**config.mk**
```make
export PLATFORM = sky130hd
export DESIGN_NAME = multiport_register_file
export DESIGN_NICKNAME = d
export VERILOG_FILES = /design/src/rtl/regfile_pkg.sv /design/src/rtl/regfile_read_port.sv /design/src/rtl/multiport_register_file.sv
export SDC_FILE = /design/constraint.sdc
export NUM_CORES = 2
export LEC_CHECK = 0
export ABC_AREA = 1
export CAP_MARGIN = 0
export CORE_ASPECT_RATIO = 1.1
export CORE_UTILIZATION = 61
export DETAILED_ROUTE_END_ITERATION = 6
export PLACE_DENSITY = 0.75
export SYNTH_ARGS = -nofsm -noshare
export SYNTH_HDL_FRONTEND = slang
export SYNTH_SLANG_ARGS = --single-unit
```
**constraint.sdc**
```tcl
create_clock -name clk -period 3.2 [get_ports clk]
set_input_delay 0.32 -clock clk [delete_from_list [all_inputs] [get_ports clk]]
set_output_delay 0.32 -clock clk [all_outputs]
set_load 0.01 [all_outputs]
```
**src/rtl/regfile_pkg.sv**
```systemverilog
// Shared defaults and controller state encoding for the multiport register file.
package regfile_pkg;

    localparam int unsigned DefDataWidth = 32;
    localparam int unsigned DefAddrWidth = 5;
    localparam int unsigned DefNumRead   = 2;
    localparam int unsigned DefZeroReg   = 1;
    localparam int unsigned DefBypass    = 1;

    typedef enum logic {
        StIdle  = 1'b0,
        StClear = 1'b1
    } ctrlState_e;

endpackage

```
**src/rtl/regfile_read_port.sv**
```systemverilog
// One combinational read port: zero-register mask, then same-cycle write forwarding.
module regfile_read_port
    import regfile_pkg::*;
#(
    parameter int unsigned DATA_WIDTH = DefDataWidth,
    parameter int unsigned ADDR_WIDTH = DefAddrWidth,
    parameter int unsigned ZERO_REG   = DefZeroReg,
    parameter int unsigned BYPASS     = DefBypass
) (
    input  logic [ADDR_WIDTH-1:0] readIndex,
    input  logic [DATA_WIDTH-1:0] storedData,
    input  logic                  writeActive,
    input  logic [ADDR_WIDTH-1:0] writeIndex,
    input  logic [DATA_WIDTH-1:0] writeData,
    output logic [DATA_WIDTH-1:0] readData
);

    logic isZeroReg;
    logic bypassHit;

    assign isZeroReg = (ZERO_REG != 0) && (readIndex == '0);
    assign bypassHit = (BYPASS != 0) && writeActive && (writeIndex == readIndex);

    // The zero mask wins so a write aimed at entry 0 is never forwarded.
    always_comb begin
        readData = storedData;
        if (isZeroReg) begin
            readData = '0;
        end else if (bypassHit) begin
            readData = writeData;
        end
    end

endmodule

```
**src/rtl/multiport_register_file.sv**
```systemverilog
// Register file with one write port, NUM_READ combinational read ports and a
// sequential clear engine that walks every entry once.
module multiport_register_file
    import regfile_pkg::*;
#(
    parameter int unsigned DATA_WIDTH = DefDataWidth,
    parameter int unsigned ADDR_WIDTH = DefAddrWidth,
    parameter int unsigned NUM_READ   = DefNumRead,
    parameter int unsigned ZERO_REG   = DefZeroReg,
    parameter int unsigned BYPASS     = DefBypass
) (
    input  logic                           clk,
    input  logic                           rst_n,
    input  logic                           regWrite,
    input  logic [ADDR_WIDTH-1:0]          writeRegister,
    input  logic [DATA_WIDTH-1:0]          writeData,
    input  logic [NUM_READ*ADDR_WIDTH-1:0] readRegister,
    output logic [NUM_READ*DATA_WIDTH-1:0] readData,
    input  logic                           clearReq,
    output logic                           busy
);

    localparam int unsigned Depth = 2 ** ADDR_WIDTH;
    localparam logic [ADDR_WIDTH-1:0] ClearStart = (ZERO_REG != 0) ? ADDR_WIDTH'(1) : '0;
    localparam logic [ADDR_WIDTH-1:0] LastIndex  = '1;

    ctrlState_e            stateQ, stateD;
    logic [ADDR_WIDTH-1:0] ptrQ, ptrD;
    logic [DATA_WIDTH-1:0] mem [Depth];

    logic idleWrite;
    logic storeWrite;

    assign idleWrite  = (stateQ == StIdle) && regWrite;
    assign storeWrite = idleWrite && !((ZERO_REG != 0) && (writeRegister == '0));
    assign busy       = (stateQ == StClear);

    always_comb begin
        stateD = stateQ;
        ptrD   = ptrQ;
        case (stateQ)
            StIdle: begin
                if (clearReq) begin
                    stateD = StClear;
                    ptrD   = ClearStart;
                end
            end
            StClear: begin
                // The pointer parks on the last index rather than wrapping.
                if (ptrQ == LastIndex) begin
                    stateD = StIdle;
                end else begin
                    ptrD = ptrQ + ADDR_WIDTH'(1);
                end
            end
        endcase
    end

    always_ff @(posedge clk) begin
        if (!rst_n) begin
            stateQ <= StIdle;
            ptrQ   <= '0;
        end else begin
            stateQ <= stateD;
            ptrQ   <= ptrD;
        end
    end

    always_ff @(posedge clk) begin
        if (!rst_n) begin
            for (int i = 0; i < int'(Depth); i++) begin
                mem[i] <= '0;
            end
        end else if (stateQ == StClear) begin
            mem[ptrQ] <= '0;
        end else if (storeWrite) begin
            mem[writeRegister] <= writeData;
        end
    end

    for (genvar k = 0; k < NUM_READ; k++) begin : gReadPort
        regfile_read_port #(
            .DATA_WIDTH(DATA_WIDTH),
            .ADDR_WIDTH(ADDR_WIDTH),
            .ZERO_REG  (ZERO_REG),
            .BYPASS    (BYPASS)
        ) uReadPort (
            .readIndex  (readRegister[k*ADDR_WIDTH +: ADDR_WIDTH]),
            .storedData (mem[readRegister[k*ADDR_WIDTH +: ADDR_WIDTH]]),
            .writeActive(idleWrite),
            .writeIndex (writeRegister),
            .writeData  (writeData),
            .readData   (readData[k*DATA_WIDTH +: DATA_WIDTH])
        );
    end

endmodule

```
==> flow_metrics.py <==
metrics = {
    "global_route": {
        "global_route.usage.met3_pct": 13.27,
        "grt_util_met2_pct": 65.30,
        "grtUsageMet1_pct": 55.00,
        "initial_antenna_violation_count": 10,
        "first_global_vias": 52467,
        "grt-ovfl-total": 0,
        "track_usage_pct": 42.94,
        "grt_max_degree": 117,
        "globalRoute.busiestLayer": "met2",
        "grt_pass1_wl_um": 312200,
    },
    "clock_network": {
        "cts_buffer_depth": 3,
        "inserted_clock_buffers": 104,
        "cts-root-buf": "sky130_fd_sc_hd__clkbuf_16",
        "tritoncts": "done",
        "cts_num_sinks": 1030,
        "cts_max_level": 3,
        "path_clk_slew_ps": 60,
        "worst_skew_pair.late_latency_ps": 700,
    },
    "die": {
        "i_o_pin_count": 116,
        "dieArea_mm2": 0.09710,
        "die_h_um": 326.7,
        "start_util_pct": 61.88,
        "rows": 118,
        "chipWidth_um": 297.2,
        "core_area_mm2": 0.09449,
    },
    "min_path": {
        "hold_path_class": "input port to flip-flop",
        "min_from": "rst_n",
    },
    "critical_path": {
        "highest_cell_delay_on_the_worst_timing_path_ps": 510,
        "cp.arrival_ps": 2830,
        "cp_cell_sequence": "nand2_1 > nand3_1 > nand3_1 > nand2_1 > a21oi_1 > nand2_1 > nand2_1 > a21oi_1 > clkdlybuf4s50_1",
        "nature_of_the_critical_path_startpoint": "flip-flop",
        "crit_fanout": 2,
        "worstPathBufferInverterCount": 1,
        "worst_ep_required_time_ps": 2880,
        "cpLargestDelayFamily": "simple AND/OR/NAND/NOR gates",
        "reg2reg_from": "busy",
        "worstSetupEndpointType": "output pin",
        "crit_start": "mem[5][5]",
        "setup.worst_path.class": "flip-flop to output pin",
        "critical-path-slowest-cell": "sky130_fd_sc_hd__clkdlybuf4s50_1",
        "crit_path_frequent_cell": "sky130_fd_sc_hd__nand2_1",
    },
    "drt": {
        "dr.pass1.iters": 7,
        "detail_route.drc_violations": 1,
        "drt.antenna.violating_nets": 0,
        "post_drt_via_cell_ratio": 6.289,
        "post_drt_wl_per_cell_um": 24.08,
        "route.vias.total": 55271,
        "wl_um": 211700,
        "detailedRoute.firstIterationViolations": 9121,
    },
    "timing": {
        "setup_repair_after_global_routing_missed_its_margin": "yes",
        "final.hold.worst_slack_ps": 38.14,
        "slew-limit-headroom_pct": 51.13,
        "timing.final.crit_period_ps": 3149,
        "count_of_final_setup_violators": 0,
        "fin_crit_sh_pct": 98.40,
        "clock.fmax_mhz": 317.6,
        "max_slew.worst_pin.slew_ps": 730.7,
        "slew_viol_final": 0,
        "final_hold_viol_count": 0,
        "worst_clock_skew_ps": 27.64,
        "final_layout_setup_total_negative_slack_ps": 0,
    },
    "final_layout": {
        "fin_nets": 7495,
        "syn2layout_area_growth_pct": 13.92,
        "drive_gt1_share_pct": 8.927,
    },
    "logic_synthesis": {
        "synth_top_cell_by_area": "sky130_fd_sc_hd__edfxtp_1",
        "ys.warnings.count": 0,
        "ys_seq_elements": 1030,
        "yosys-top-cells-area": "sky130_fd_sc_hd__edfxtp_1 (53%), sky130_fd_sc_hd__nand2_1 (11%), sky130_fd_sc_hd__nor2_1 (8.8%), sky130_fd_sc_hd__nand3_1 (8.5%), sky130_fd_sc_hd__inv_1 (4.1%)",
        "synthDistinctLibCells": 32,
        "synthesized_instance_count": 7470,
        "synth_top_area_share_pct": 52.59,
        "synth.cell_area_mm2": 0.05847,
        "ys_seq_area_share_pct": 52.79,
        "syn_avg_cell_area_um2": 7.828,
    },
    "outcome": {
        "violated_checks": "design-rule violations",
        "status": "finished, violations left",
    },
    "flow_run": {
        "max_cap_violations": 0,
    },
    "pwr": {
        "total_leakage_power_uw": 0.02680,
        "vdd_drop_max_mv": 0.5431,
        "cellPowerDensity_mw_per_mm2": 487.4,
    },
    "placement": {
        "place_hpwl_um": 132000,
        "placement.io_buffers": 115,
        "gpl.final_weighted_congestion": 0.9655,
    },
}
sequential cells by signal, summed over array words and instances, names as in the netlist:
signal / count
busy: 1
mem: 1024
ptrQ: 5
cell type report:
cell class,count,area (um2)
Fill cell,7229,27880
Sequential cell,1030,30870
Multi-Input combinational cell,5188,22990
Clock buffer,135,2783
Timing Repair Buffer,472,5441
Antenna cell,1,2.502
Inverter,646,2454
Clock inverter,57,499.2
Tap cell,1260,1577
logic make-up (layout without fill, tap and decap cells):
kind of cell | Yosys count | in the layout | synth area share [%]
DFF | 1030 | 1030 | 52.79
and+or+nand+nor | 4225 | 4225 | 29.77
xor gates and xnor gates | 2 | 2 | 0.02996
adders and majority gates | 2 | 2 | 0.04279
other | 1 | 33 | 0.006413
buffers and inverters | 1283 | 1310 | 8.411
AOI/OAI and AO/OA | 927 | 927 | 8.946
cells in the final DEF, fill, tap and decap left out, types with 70 or more instances in the layout:
cell	Yosys	layout
sky130_fd_sc_hd__nand3_1	991	989
sky130_fd_sc_hd__clkbuf_16	0	107
sky130_fd_sc_hd__edfxtp_1	1024	1024
sky130_fd_sc_hd__o21ai_0	421	419
sky130_fd_sc_hd__nor2_1	1367	1365
sky130_fd_sc_hd__inv_1	638	632
sky130_fd_sc_hd__clkdlybuf4s50_1	0	104
sky130_fd_sc_hd__or2_2	70	70
sky130_fd_sc_hd__a21oi_1	267	266
sky130_fd_sc_hd__buf_4	7	229
sky130_fd_sc_hd__buf_12	0	129
sky130_fd_sc_hd__o211ai_1	227	227
sky130_fd_sc_hd__nand2_1	1770	1715
metrics by stage:
step / setup WS (ps) / utilization [%] / area (um2) / total power (uW) / cells
detailed placement: -75.46 / 66.95 / 63260 / 20430 / 8592
global route: -24.26 / 70.49 / 66610 / 33260 / 8788
finish: 51.26 / 70.50 / 66610 / 32470 / 8789
floorplan: 323.1 / - / 58590 / 18330 / 7501
global placement: -66.56 / 66.95 / 63260 / 20320 / 8592
CTS: 25.63 / 70.48 / 66600 / 32200 / 8788
power breakdown:
| group | switching, uW | internal, uW |
|---|---|---|
| Sequential | 203 | 15300 |
| Combinational | 3320 | 1550 |
| Clock | 5270 | 6820 |
| Total | 8790 | 23700 |
repair_timing:
action | CTS | global route
hold buffers | 0 | 0
gates cloned | 0 | 0
setup endpoints to repair | 32 | 50
pin swaps | 1 | 0
resized for setup | 0 | 5
buffers inserted | 4 | 0
worst reg2reg max path, cell delays in order (launching register included):
cell and delay (ps):
sky130_fd_sc_hd__dfxtp_1 340, sky130_fd_sc_hd__inv_2 110, sky130_fd_sc_hd__nand2_1 120, sky130_fd_sc_hd__nor2_1 120, sky130_fd_sc_hd__nand2_1 190, sky130_fd_sc_hd__buf_4 220, sky130_fd_sc_hd__nand2_1 90, sky130_fd_sc_hd__o21ai_1 70
sky130_fd_sc_hd__nand2_1 120, sky130_fd_sc_hd__nor2_2 60, sky130_fd_sc_hd__buf_4 180, sky130_fd_sc_hd__nand2_2 80, sky130_fd_sc_hd__buf_4 490, sky130_fd_sc_hd__nor2_1 120
Yosys cell counts:
cell / count
sky130_fd_sc_hd__nand2_1: 1770
sky130_fd_sc_hd__nor2_1: 1367
sky130_fd_sc_hd__edfxtp_1: 1024
sky130_fd_sc_hd__nand3_1: 991
sky130_fd_sc_hd__inv_1: 638
sky130_fd_sc_hd__clkbuf_1: 493
sky130_fd_sc_hd__o21ai_0: 421
sky130_fd_sc_hd__a21oi_1: 267
sky130_fd_sc_hd__o211ai_1: 227
sky130_fd_sc_hd__buf_1: 76
sky130_fd_sc_hd__or2_2: 70
sky130_fd_sc_hd__buf_2: 61
sky130_fd_sc_hd__nand2_4: 8
sky130_fd_sc_hd__buf_4: 7
sky130_fd_sc_hd__inv_2: 7
sky130_fd_sc_hd__nor2_2: 7
sky130_fd_sc_hd__dfxtp_1: 6
sky130_fd_sc_hd__nor2_4: 5
sky130_fd_sc_hd__o21ai_1: 4
sky130_fd_sc_hd__nand4_1: 3
sky130_fd_sc_hd__o22ai_1: 3
sky130_fd_sc_hd__ha_1: 2
sky130_fd_sc_hd__nor3_1: 2
sky130_fd_sc_hd__o21ai_2: 2
sky130_fd_sc_hd__xor2_1: 2
sky130_fd_sc_hd__a211oi_1: 1
sky130_fd_sc_hd__a21o_1: 1
sky130_fd_sc_hd__and3_1: 1
sky130_fd_sc_hd__clkinv_1: 1
sky130_fd_sc_hd__conb_1: 1
sky130_fd_sc_hd__nor3_2: 1
sky130_fd_sc_hd__o211ai_2: 1
routing by layer:
layer	wire (um)	up-vias
met1	71710	25497
li1	-	24434
met3	34890	867
met5	82	-
met4	12330	12
met2	92650	4461
path summary, 6_finish.rpt:
path,end,slack (ps),depth (start not counted)
hold / removal,busy,40,3
setup / recovery,readData[37],50,9
hold reg to reg,ptrQ[4],510,2
setup reg to reg,mem[9][27],610,13
Note: power is estimated with default switching activity, not from simulation.
